`config.mk`:
```
export PLATFORM = sky130hd
export DESIGN_NAME = game_timer
export DESIGN_NICKNAME = d
export VERILOG_FILES = /design/src/rtl/game_timer.sv
export SDC_FILE = /design/constraint.sdc
export NUM_CORES = 1
export LEC_CHECK = 0
export CELL_PAD_IN_SITES_DETAIL_PLACEMENT = 1
export CELL_PAD_IN_SITES_GLOBAL_PLACEMENT = 2
export CORE_ASPECT_RATIO = 0.6
export CORE_MARGIN = 2
export CORE_UTILIZATION = 36
export CTS_BUF_LIST = sky130_fd_sc_hd__clkbuf_8
export DETAILED_ROUTE_END_ITERATION = 6
export GPL_TIMING_DRIVEN = 0
export PLACE_DENSITY = 0.95
export REMOVE_ABC_BUFFERS = 1
export SYNTH_ARGS = -nofsm -noshare
export SYNTH_HDL_FRONTEND = slang
export SYNTH_SLANG_ARGS = --single-unit
```
`constraint.sdc`:
```
create_clock -name clock -period 3.2 [get_ports clock]
set_input_delay 0.64 -clock clock [delete_from_list [all_inputs] [get_ports clock]]
set_output_delay 0.64 -clock clock [all_outputs]
set_load 0.005 [all_outputs]
```
`src/rtl/game_timer.sv`:
```
// Round countdown and blink phase for the memory game, driven by ticks
// recovered from the divider's slow game_clk / display_clk square waves.
module game_timer #(
  parameter int unsigned SYNC_STAGES = 2,
  parameter int unsigned CNT_W       = 8,
  parameter int unsigned TIME_LIMIT  = 30
) (
  input  logic             clock,
  input  logic             resetn,
  input  logic             game_clk,
  input  logic             display_clk,
  input  logic             start,
  input  logic             pause,
  output logic             game_tick,
  output logic             display_tick,
  output logic [CNT_W-1:0] time_left,
  output logic             running,
  output logic             timeout,
  output logic             blink
);

  localparam logic [CNT_W-1:0] LIMIT = CNT_W'(TIME_LIMIT);
  localparam logic [CNT_W-1:0] ONE   = CNT_W'(1);

  typedef enum logic [1:0] {
    ST_IDLE,
    ST_RUN,
    ST_PAUSED,
    ST_TIMEOUT
  } state_t;

  logic [SYNC_STAGES-1:0] game_sync;
  logic [SYNC_STAGES-1:0] disp_sync;
  logic                   game_hist;
  logic                   disp_hist;
  state_t                 state;

  // Synchronisers plus one history flop each for rising-edge detection
  always_ff @(posedge clock or negedge resetn) begin
    if (!resetn) begin
      game_sync <= '0;
      disp_sync <= '0;
      game_hist <= 1'b0;
      disp_hist <= 1'b0;
    end else begin
      game_sync <= {game_sync[SYNC_STAGES-2:0], game_clk};
      disp_sync <= {disp_sync[SYNC_STAGES-2:0], display_clk};
      game_hist <= game_sync[SYNC_STAGES-1];
      disp_hist <= disp_sync[SYNC_STAGES-1];
    end
  end

  // Pure AND of two flops, so the tick is glitch-free and exactly one cycle wide
  assign game_tick    = game_sync[SYNC_STAGES-1] & ~game_hist;
  assign display_tick = disp_sync[SYNC_STAGES-1] & ~disp_hist;

  // Round FSM; every output is updated together with the state it reflects
  always_ff @(posedge clock or negedge resetn) begin
    if (!resetn) begin
      state     <= ST_IDLE;
      time_left <= LIMIT;
      running   <= 1'b0;
      timeout   <= 1'b0;
      blink     <= 1'b0;
    end else begin
      unique case (state)
        ST_IDLE: begin
          time_left <= LIMIT;
          blink     <= 1'b0;
          if (start) begin
            state   <= ST_RUN;
            running <= 1'b1;
          end
        end

        ST_RUN: begin
          if (start) begin
            time_left <= LIMIT;
          end else if (pause) begin
            state   <= ST_PAUSED;
            running <= 1'b0;
            blink   <= 1'b0;
          end else if (game_tick) begin
            if (time_left > ONE) begin
              time_left <= time_left - ONE;
            end else begin
              time_left <= '0;
              state     <= ST_TIMEOUT;
              running   <= 1'b0;
              timeout   <= 1'b1;
              blink     <= 1'b0;
            end
          end
        end

        ST_PAUSED: begin
          if (start || !pause) begin
            if (start) begin
              time_left <= LIMIT;
            end
            state   <= ST_RUN;
            running <= 1'b1;
            blink   <= 1'b0;
          end else if (display_tick) begin
            blink <= ~blink;
          end
        end

        ST_TIMEOUT: begin
          if (start) begin
            state     <= ST_RUN;
            time_left <= LIMIT;
            running   <= 1'b1;
            timeout   <= 1'b0;
            blink     <= 1'b0;
          end else begin
            time_left <= '0;
            if (display_tick) begin
              blink <= ~blink;
            end
          end
        end

        default: begin
          state     <= ST_IDLE;
          time_left <= LIMIT;
          running   <= 1'b0;
          timeout   <= 1'b0;
          blink     <= 1'b0;
        end
      endcase
    end
  end

endmodule

```
Yosys cells after proc, flatten, opt, wreduce, memory -nomap -nowiden

Cells that the tools add are included.
Widths: inputs -> output; s select.

Bits in latches: 0
Bits of input ports: 6
Output and inout port bits: 13
Bits in read-only memories: 0
Memories: 0
Logic and storage cells: 72
Memory bits (writable): 0
Register bits: 19

$add $sub $neg: 1
Multiply operators: 0
Reduce and logical (&&, ||, !) cells: 9
Shifts and indexed selects: 0
Bitwise gates (word level): 5
Div/mod/pow operators: 0
Order comparisons: 1
Equal/unequal tests: 15
Mux-type cells: 32

Operators by type and width:

| cell                | count |
|---|---|
| $mux 8              | 6 |
| $pmux 8 s4          | 1 |
| $mux 1              | 14 |
| $ne 2x2->1 const B  | 7 |
| $mux 2              | 6 |
| $ne 3x3->1 const B  | 4 |
| $gt 8x1->1 const B  | 1 |
| $sub 8x1->8 const B | 1 |
| $pmux 2 s3          | 1 |
| $reduce_and 6->1    | 1 |
| $mux 5              | 1 |
| $reduce_and 5->1    | 1 |
| $eq 2x2->1 const B  | 2 |
| $pmux 1 s4          | 1 |
| $reduce_and 4->1    | 1 |
| $not 1->1           | 3 |
| $pmux 1 s3          | 1 |
| $reduce_and 3->1    | 1 |
| $and 1x1->1         | 2 |
| $eq 2x1->1 const B  | 1 |
| $logic_not 2->1     | 1 |
| $ne 2x1->1 const B  | 1 |
| $pmux 1 s2          | 1 |
| $reduce_bool 2->1   | 1 |
| 3 further kinds     | 3 |

Depth between registers and ports, before layout

Gate-level depths: netlist (run 1).

Word-level depth: 6
Depth in mapped cells: 8
Depth with buffers taken out: 6

Least setup slack after synthesis (run 1)

No wires, ideal clock.

Path kind: input-to-reg
From: input pause
To: register time_left[6]
Arrival time: 1917 ps
Data required time: 3074 ps
Path buffers: 1
Setup time: 126 ps
Slack: 1157 ps
Stages: 5
Cells stage by stage: clkbuf_1 > or3b_1 > a21oi_1 > nor2_1 > a221o_1

Longest elaborated chain between the ends: 4

Ends and longest elaborated chain:

| element                             | line | RTL |
|---|---|---|
| from (decl)                         | 13   | `input logic pause,` |
| $logic_not 1->1                     | 97   | `if (start \|\| !pause) begin` |
| $logic_or 1x1->1                    | 97   |  |
| $ne 2x2->1 (no source line)         | --   |  |
| $reduce_and 4->1 (no source line) * | --   |  |
| to (signal assigned)                | 85   | `time_left <= time_left - ONE;` |
| to (decl)                           | 16   | `output logic [CNT_W-1:0] time_left,` |

Mark *: on every way between the ends. The rest lies on a longest branch, timed or not.
A chain may end at the register's enable or synchronous reset.

Worst setup path in the final report (run 1)

Same ends and word-level chain as after synthesis.

==> results.yml, run 1 <==
global_route:
  overflow: 0
  grt_pass1_vias: 897
  grt_max_degree: 20
  track_usage: 0.1908
  antenna_found_initial: 0
  grt_pass1_wl_mm: 4.567
timing:
  timing.final.ws_setup_ns: 0.7452
  setup_tns_ns: 0
  hold_viol_final: 0
  min_period_ns: 2.455
  max_freq_ghz: 0.4074
  slew_viol_final: 0
  finClkSkew_ns: 0.005277
  grt_setup_unrepaired: "no"
  setup_viol: 0
  tightest_slew_ns: 0.8782
  final.period_utilization: 0.7671
  max_slew_margin: 0.4127
layout:
  nets: 133
  n_fill_cell: 312
  finalNonFillerCells: 155
  fin_util: 0.4591
  area_delta_synth_final_pct: 24.31
  n_antenna_cell: 0
  finalInstanceArea_sq_um: 1292
  drive_gt1_frac: 0.1240
place:
  port_buffers: 18
  dpl_cell_area_sq_um: 1246
  dp.cells: 151
  place_ws_ns: 0.5124
  globalplace.congestion: 0.7939
  place_hpwl_mm: 1.963
yosys:
  async_flop_share: 1.000
  ys_warn_count: 0
  netlist.area_leader.share: 0.3610
  netlist_instances: 103
  yosys.area.top_type: "dfrtp_1"
  yosys-top-cells-area: "dfrtp_1 (36%), dfstp_2 (10%), ha_1 (6.0%), a221o_1 (3.9%), o21ai_0 (3.4%)"
  seq_area_frac_synth: 0.4621
  netlist_area_sq_um: 1040
  avgSynthCellArea_sq_um: 10.09
  yosys.cell_types.count: 42
  synthFlopType: "dfrtp_1"
  ys_ff_latch: 19
  synth-edff-count: 0
detailed_routing:
  drt-total-wl_mm: 2.741
  viasPerCell: 5.774
  drtPass1Iterations: 4
  postRouteAntennaNets: 0
  vias: 895
  first_iter_violations: 42
  wl_per_cell_microns: 17.68
  drc: 0
clock_tree:
  postCtsResizedCells: 0
  cts.sinks: 19
  clkLatencyLatePin_ns: 0.26
  postCtsSetupRepairBufs: 0
  cts_buffers: 3
  cts_tree: "done"
  clockBufferDepth: 2
  path_clk_slew_ns: 0.08
  htree_levels: 1
  cts_root_buffer: "clkbuf_8"
  ctsHoldBuffers: 0
pwr:
  pwr-share-seq: 0.395
  ir_drop_mv: 0.3171
  p_leak_nw: 0.5386
  clkPwrFrac: 0.192
  switchingPower_w: 0.0003454
  power_density_nw_per_um2: 693.8
  pwr-share-comb: 0.413
  netSwitchingFraction: 0.3852
  internal-power_w: 0.0005514
die:
  die_height_microns: 45.63
  row_count: 15
  die_area_sq_um: 3348
  start_util: 0.3693
  core_area_sq_um: 2815
  pin_count: 19
  die_x_microns: 73.38
worst_setup_path:
  crit_path_start_kind: "input port"
  critical_path_class: "in2reg"
  arrival_ns: 2.61
  critPathMaxFanout: 8
  cp-end-kind: "flop"
  cp.required_ns: 3.35
outcome:
  status: "finished clean"
run:
  cap_violations: 0
worst_hold_path:
  worst_hold_path_type: "reg2reg"
==> cells by family (layout without fill, tap and decap cells) <==
group	count (synthesis)	in the layout	share of synthesized area
flops	19	19	0.4621
fa+ha+maj	5	5	0.06017
compound gates	31	31	0.2190
xor+xnor	1	1	0.008425
buf+inv	11	29	0.04091
mux	1	1	0.01083
simple gates	35	35	0.1986
==> per-layer routing <==
| layer | part of all wire | GRT usage |
|---|---|---|
| met5 | 0 | 0 |
| met4 | 0.028 | 0.08727 |
| met3 | 0.051 | 0.05973 |
| met2 | 0.40 | 0.2523 |
| met1 | 0.52 | 0.2804 |
==> Yosys cell counts (all sizes together) (2+ instances only) <==
library cell,n
dfstp,4
a221o,4
ha,5
nor2,9
clkbuf,3
nand2,2
nor2b,3
nor4,3
inv,7
nor3b,2
o22ai,2
nor3,4
nand4,2
o21a,2
a21oi,4
dfrtp,15
or2,2
o21ai,8
==> worst max-delay path, stage by stage <==
cell and delay (ns):
clkdlybuf4s50_1 0.55, or3b_1 0.43, a21oi_1 0.45, nor2_1 0.16, a221o_1 0.37
==> area by class of cell <==
class | instances | area, sq um | area share
Timing Repair Buffer | 18 | 180.2 | 0.1394
Tap cell | 34 | 42.54 | 0.03291
Sequential cell | 19 | 480.5 | 0.3717
Multi-Input combinational cell | 73 | 516.7 | 0.3998
Clock buffer | 3 | 41.29 | 0.03195
Clock inverter | 1 | 5.005 | 0.003872
Inverter | 7 | 26.28 | 0.02033
==> registers in the layout, summed over array words and instances (netlist names) <==
signal and flops:
blink 1, disp_hist 1, disp_sync 2, game_hist 1, game_sync 2, running 1, state 2, time_left 8
timeout 1
==> final timing paths <==
check                                  start           end  slack [ns]  cells past startpoint
worst min-delay path            game_sync[0]  game_sync[1]        0.35                      0
min in group asynchronous             resetn       running        0.87                      1
worst min register to register  game_sync[0]  game_sync[1]        0.35                      0
worst max register to register  time_left[0]  time_left[7]        1.10                      4
worst max-delay path                   pause  time_left[6]        0.75                      5
max in group asynchronous             resetn  time_left[0]        1.79                      1
==> power groups by stage <==
stage	registers (W)	clock network [W]	logic, W
after detailed placement	0.000358	0	0.000368
after global routing	0.000362	0.000190	0.000418
after CTS	0.000353	0.000177	0.000373
after floorplan	0.000345	0	0.000229
final	0.000354	0.000172	0.000371
after global placement	0.000351	0	0.000359
==> cells in the final DEF (no fill, tap or decap), types with 2 or more instances in the layout <==
| master | synthesis | routed |
|---|---|---|
| a21oi_1 | 4 | 4 |
| a221o_1 | 4 | 4 |
| clkbuf_8 | 0 | 3 |
| clkdlybuf4s50_1 | 0 | 18 |
| dfrtp_1 | 15 | 15 |
| dfstp_2 | 4 | 4 |
| ha_1 | 5 | 5 |
| inv_1 | 7 | 7 |
| nand2_1 | 2 | 2 |
| nand4_1 | 2 | 2 |
| nor2_1 | 9 | 9 |
| nor2b_1 | 3 | 3 |
| nor3_1 | 4 | 4 |
| nor3b_1 | 2 | 2 |
| nor4_1 | 3 | 3 |
| o21a_1 | 2 | 2 |
| o21ai_0 | 7 | 7 |
| o22ai_1 | 2 | 2 |
==> per-stage QoR <==
step | power (W) | hold slack (ns)
after CTS | 0.0009036 | 0.3547
final | 0.0008968 | 0.3511
after floorplan | 0.0005742 | 0.3312
after global placement | 0.0007103 | 0.3354
after global routing | 0.0009704 | 0.3629
after detailed placement | 0.0007258 | 0.3365
Power figures use the tool's default switching activity.
==> run 2: changes to the inputs <==
--- a/config.mk
+++ b/config.mk
@@ -9,11 +9,11 @@
 export CELL_PAD_IN_SITES_GLOBAL_PLACEMENT = 2
 export CORE_ASPECT_RATIO = 0.6
 export CORE_MARGIN = 2
-export CORE_UTILIZATION = 36
+export CORE_UTILIZATION = 30
 export CTS_BUF_LIST = sky130_fd_sc_hd__clkbuf_8
 export DETAILED_ROUTE_END_ITERATION = 6
 export GPL_TIMING_DRIVEN = 0
-export PLACE_DENSITY = 0.95
+export PLACE_DENSITY = 0.86
 export REMOVE_ABC_BUFFERS = 1
 export SYNTH_ARGS = -nofsm -noshare
 export SYNTH_HDL_FRONTEND = slang
==> constraint.sdc (replaced) <==
create_clock -name clock -period 2.05 [get_ports clock]
set_input_delay 0.41 -clock clock [delete_from_list [all_inputs] [get_ports clock]]
set_output_delay 0.41 -clock clock [all_outputs]
set_load 0.005 [all_outputs]
==> results.yml, run 2 (synthesis results as in run 1) <==
timing:
  final.period_utilization: 0.9727
  grt_setup_unrepaired: "yes"
  whs_ns: 0.3562
  hold_viol_final: 0
  setup_viol: 0
  max_slew_margin: 0.4149
  slew_viol_final: 0
  min_period_ns: 1.994
  max_freq_ghz: 0.5015
  tightest_slew_ns: 0.8748
  finClkSkew_ns: 0.005810
layout:
  largest_register: "time_left"
  nets: 134
  drive_gt1_frac: 0.1885
  layout_commonest_cell: "clkdlybuf4s50_1"
  final_cell_mix: "clkdlybuf4s50_1 (17), dfrtp_1 (14), nor2_1 (9)"
  largest_reg_flops: 8
  area_delta_synth_final_pct: 32.85
  fin_util: 0.4207
  n_antenna_cell: 0
  finalNonFillerCells: 167
worst_setup_path:
  arrival_ns: 2.19
  cp.required_ns: 2.25
  critical_path_class: "reg2reg"
  crit_path_start_kind: "flop"
  critPathMaxFanout: 4
  cp-end-kind: "flop"
global_route:
  track_usage: 0.1516
  grt_use_met2: 0.2042
  grt_busiest_layer: "met1"
  antenna_found_initial: 0
  use_met3: 0.04396
  grtUsageMet1: 0.2391
  grt_pass1_wl_mm: 4.574
  grt_pass1_vias: 874
  overflow: 0
  grt_max_degree: 20
clock_tree:
  clkLatencyLatePin_ns: 0.26
  cts_buffers: 3
  ctsHoldBuffers: 0
  cts_tree: "done"
  cts.sinks: 19
  path_clk_slew_ns: 0.07
  cts_root_buffer: "clkbuf_8"
  htree_levels: 1
  clockBufferDepth: 2
worst_hold_path:
  worst_hold_path_type: "reg2reg"
die:
  start_util: 0.3167
  row_count: 16
  die_height_microns: 49.60
  core_area_sq_um: 3283
  die_x_microns: 80
  pin_count: 19
  die_area_sq_um: 3968
detailed_routing:
  first_iter_violations: 46
  drtPass1Iterations: 4
  wl_per_cell_microns: 15.77
  drc: 0
  viasPerCell: 5.269
  vias: 880
  postRouteAntennaNets: 0
  drt-total-wl_mm: 2.634
outcome:
  status: "finished clean"
pwr:
  ir_drop_mv: 0.4600
  p_leak_nw: 0.5614
  power_density_nw_per_um2: 1058
  power_w: 0.001462
run:
  cap_violations: 0
place:
  place_hpwl_mm: 1.880
  globalplace.congestion: 0.7713
  dp.cells: 162
  port_buffers: 18
==> run 2: timing repair <==
item / 4_1_cts / 5_1_grt
pin swaps: 1 / 2
gates resized for setup: 5 / 7
endpoints found under the setup margin: 8 / 8
buffers inserted: 1 / 0
==> run 2: stage by stage <==
| stage | setup TNS, ns | setup slack, ns | instance area [sq um] |
|---|---|---|---|
| after floorplan | 0 | 0.03906 | 1023 |
| after global placement | -2.903 | -0.4730 | 1260 |
| after detailed placement | -3.370 | -0.5205 | 1260 |
| after CTS | 0 | 0.0003442 | 1345 |
| after global routing | -0.002453 | -0.002453 | 1381 |
| final | 0 | 0.05607 | 1381 |
==> run 2: routing by layer <==
metal	share of wire	routed length, microns	up-vias
li1	-	-	423
met1	0.55	1446	431
met2	0.41	1069	24
met3	0.043	112	2
met4	0.0023	6	0
met5	0	0	-
==> run 2: cell type report <==
type | instances | area (sq um)
multi-input combinational | 73 | 580.6
tap | 45 | 56.30
fill | 385 | 1902
timing repair buffer | 19 | 190.2
sequential | 19 | 481.7
clock inverter | 1 | 5.005
clock buffer | 3 | 41.29
inverter | 7 | 26.28
==> run 2: path summary, 6_finish.rpt <==
kind / from / endpoint / slack, ns / cells after the start
max in group asynchronous: resetn / time_left[0] / 0.81 / 1
worst max register to register: time_left[0] / time_left[7] / 0.06 / 4
worst min-delay path: disp_sync[0] / disp_sync[1] / 0.36 / 0
worst max-delay path: time_left[0] / time_left[7] / 0.06 / 4
min in group asynchronous: resetn / time_left[5] / 0.64 / 1
worst min register to register: disp_sync[0] / disp_sync[1] / 0.36 / 0
==> run 2: power breakdown <==
group / leakage [nW] / switching [W] / internal (W)
sequential: 0.227 / 0.0000839 / 0.000465
clock: 0.0255 / 0.000130 / 0.000135
combinational: 0.308 / 0.000352 / 0.000296
total: 0.561 / 0.000565 / 0.000896
==> run 2: critical path, stage by stage, from the launching register on <==
cell	delay (ns)
dfrtp_2	0.43
or4_4	0.55
or4b_4	0.55
a2111oi_4	0.30
a21o_1	0.12
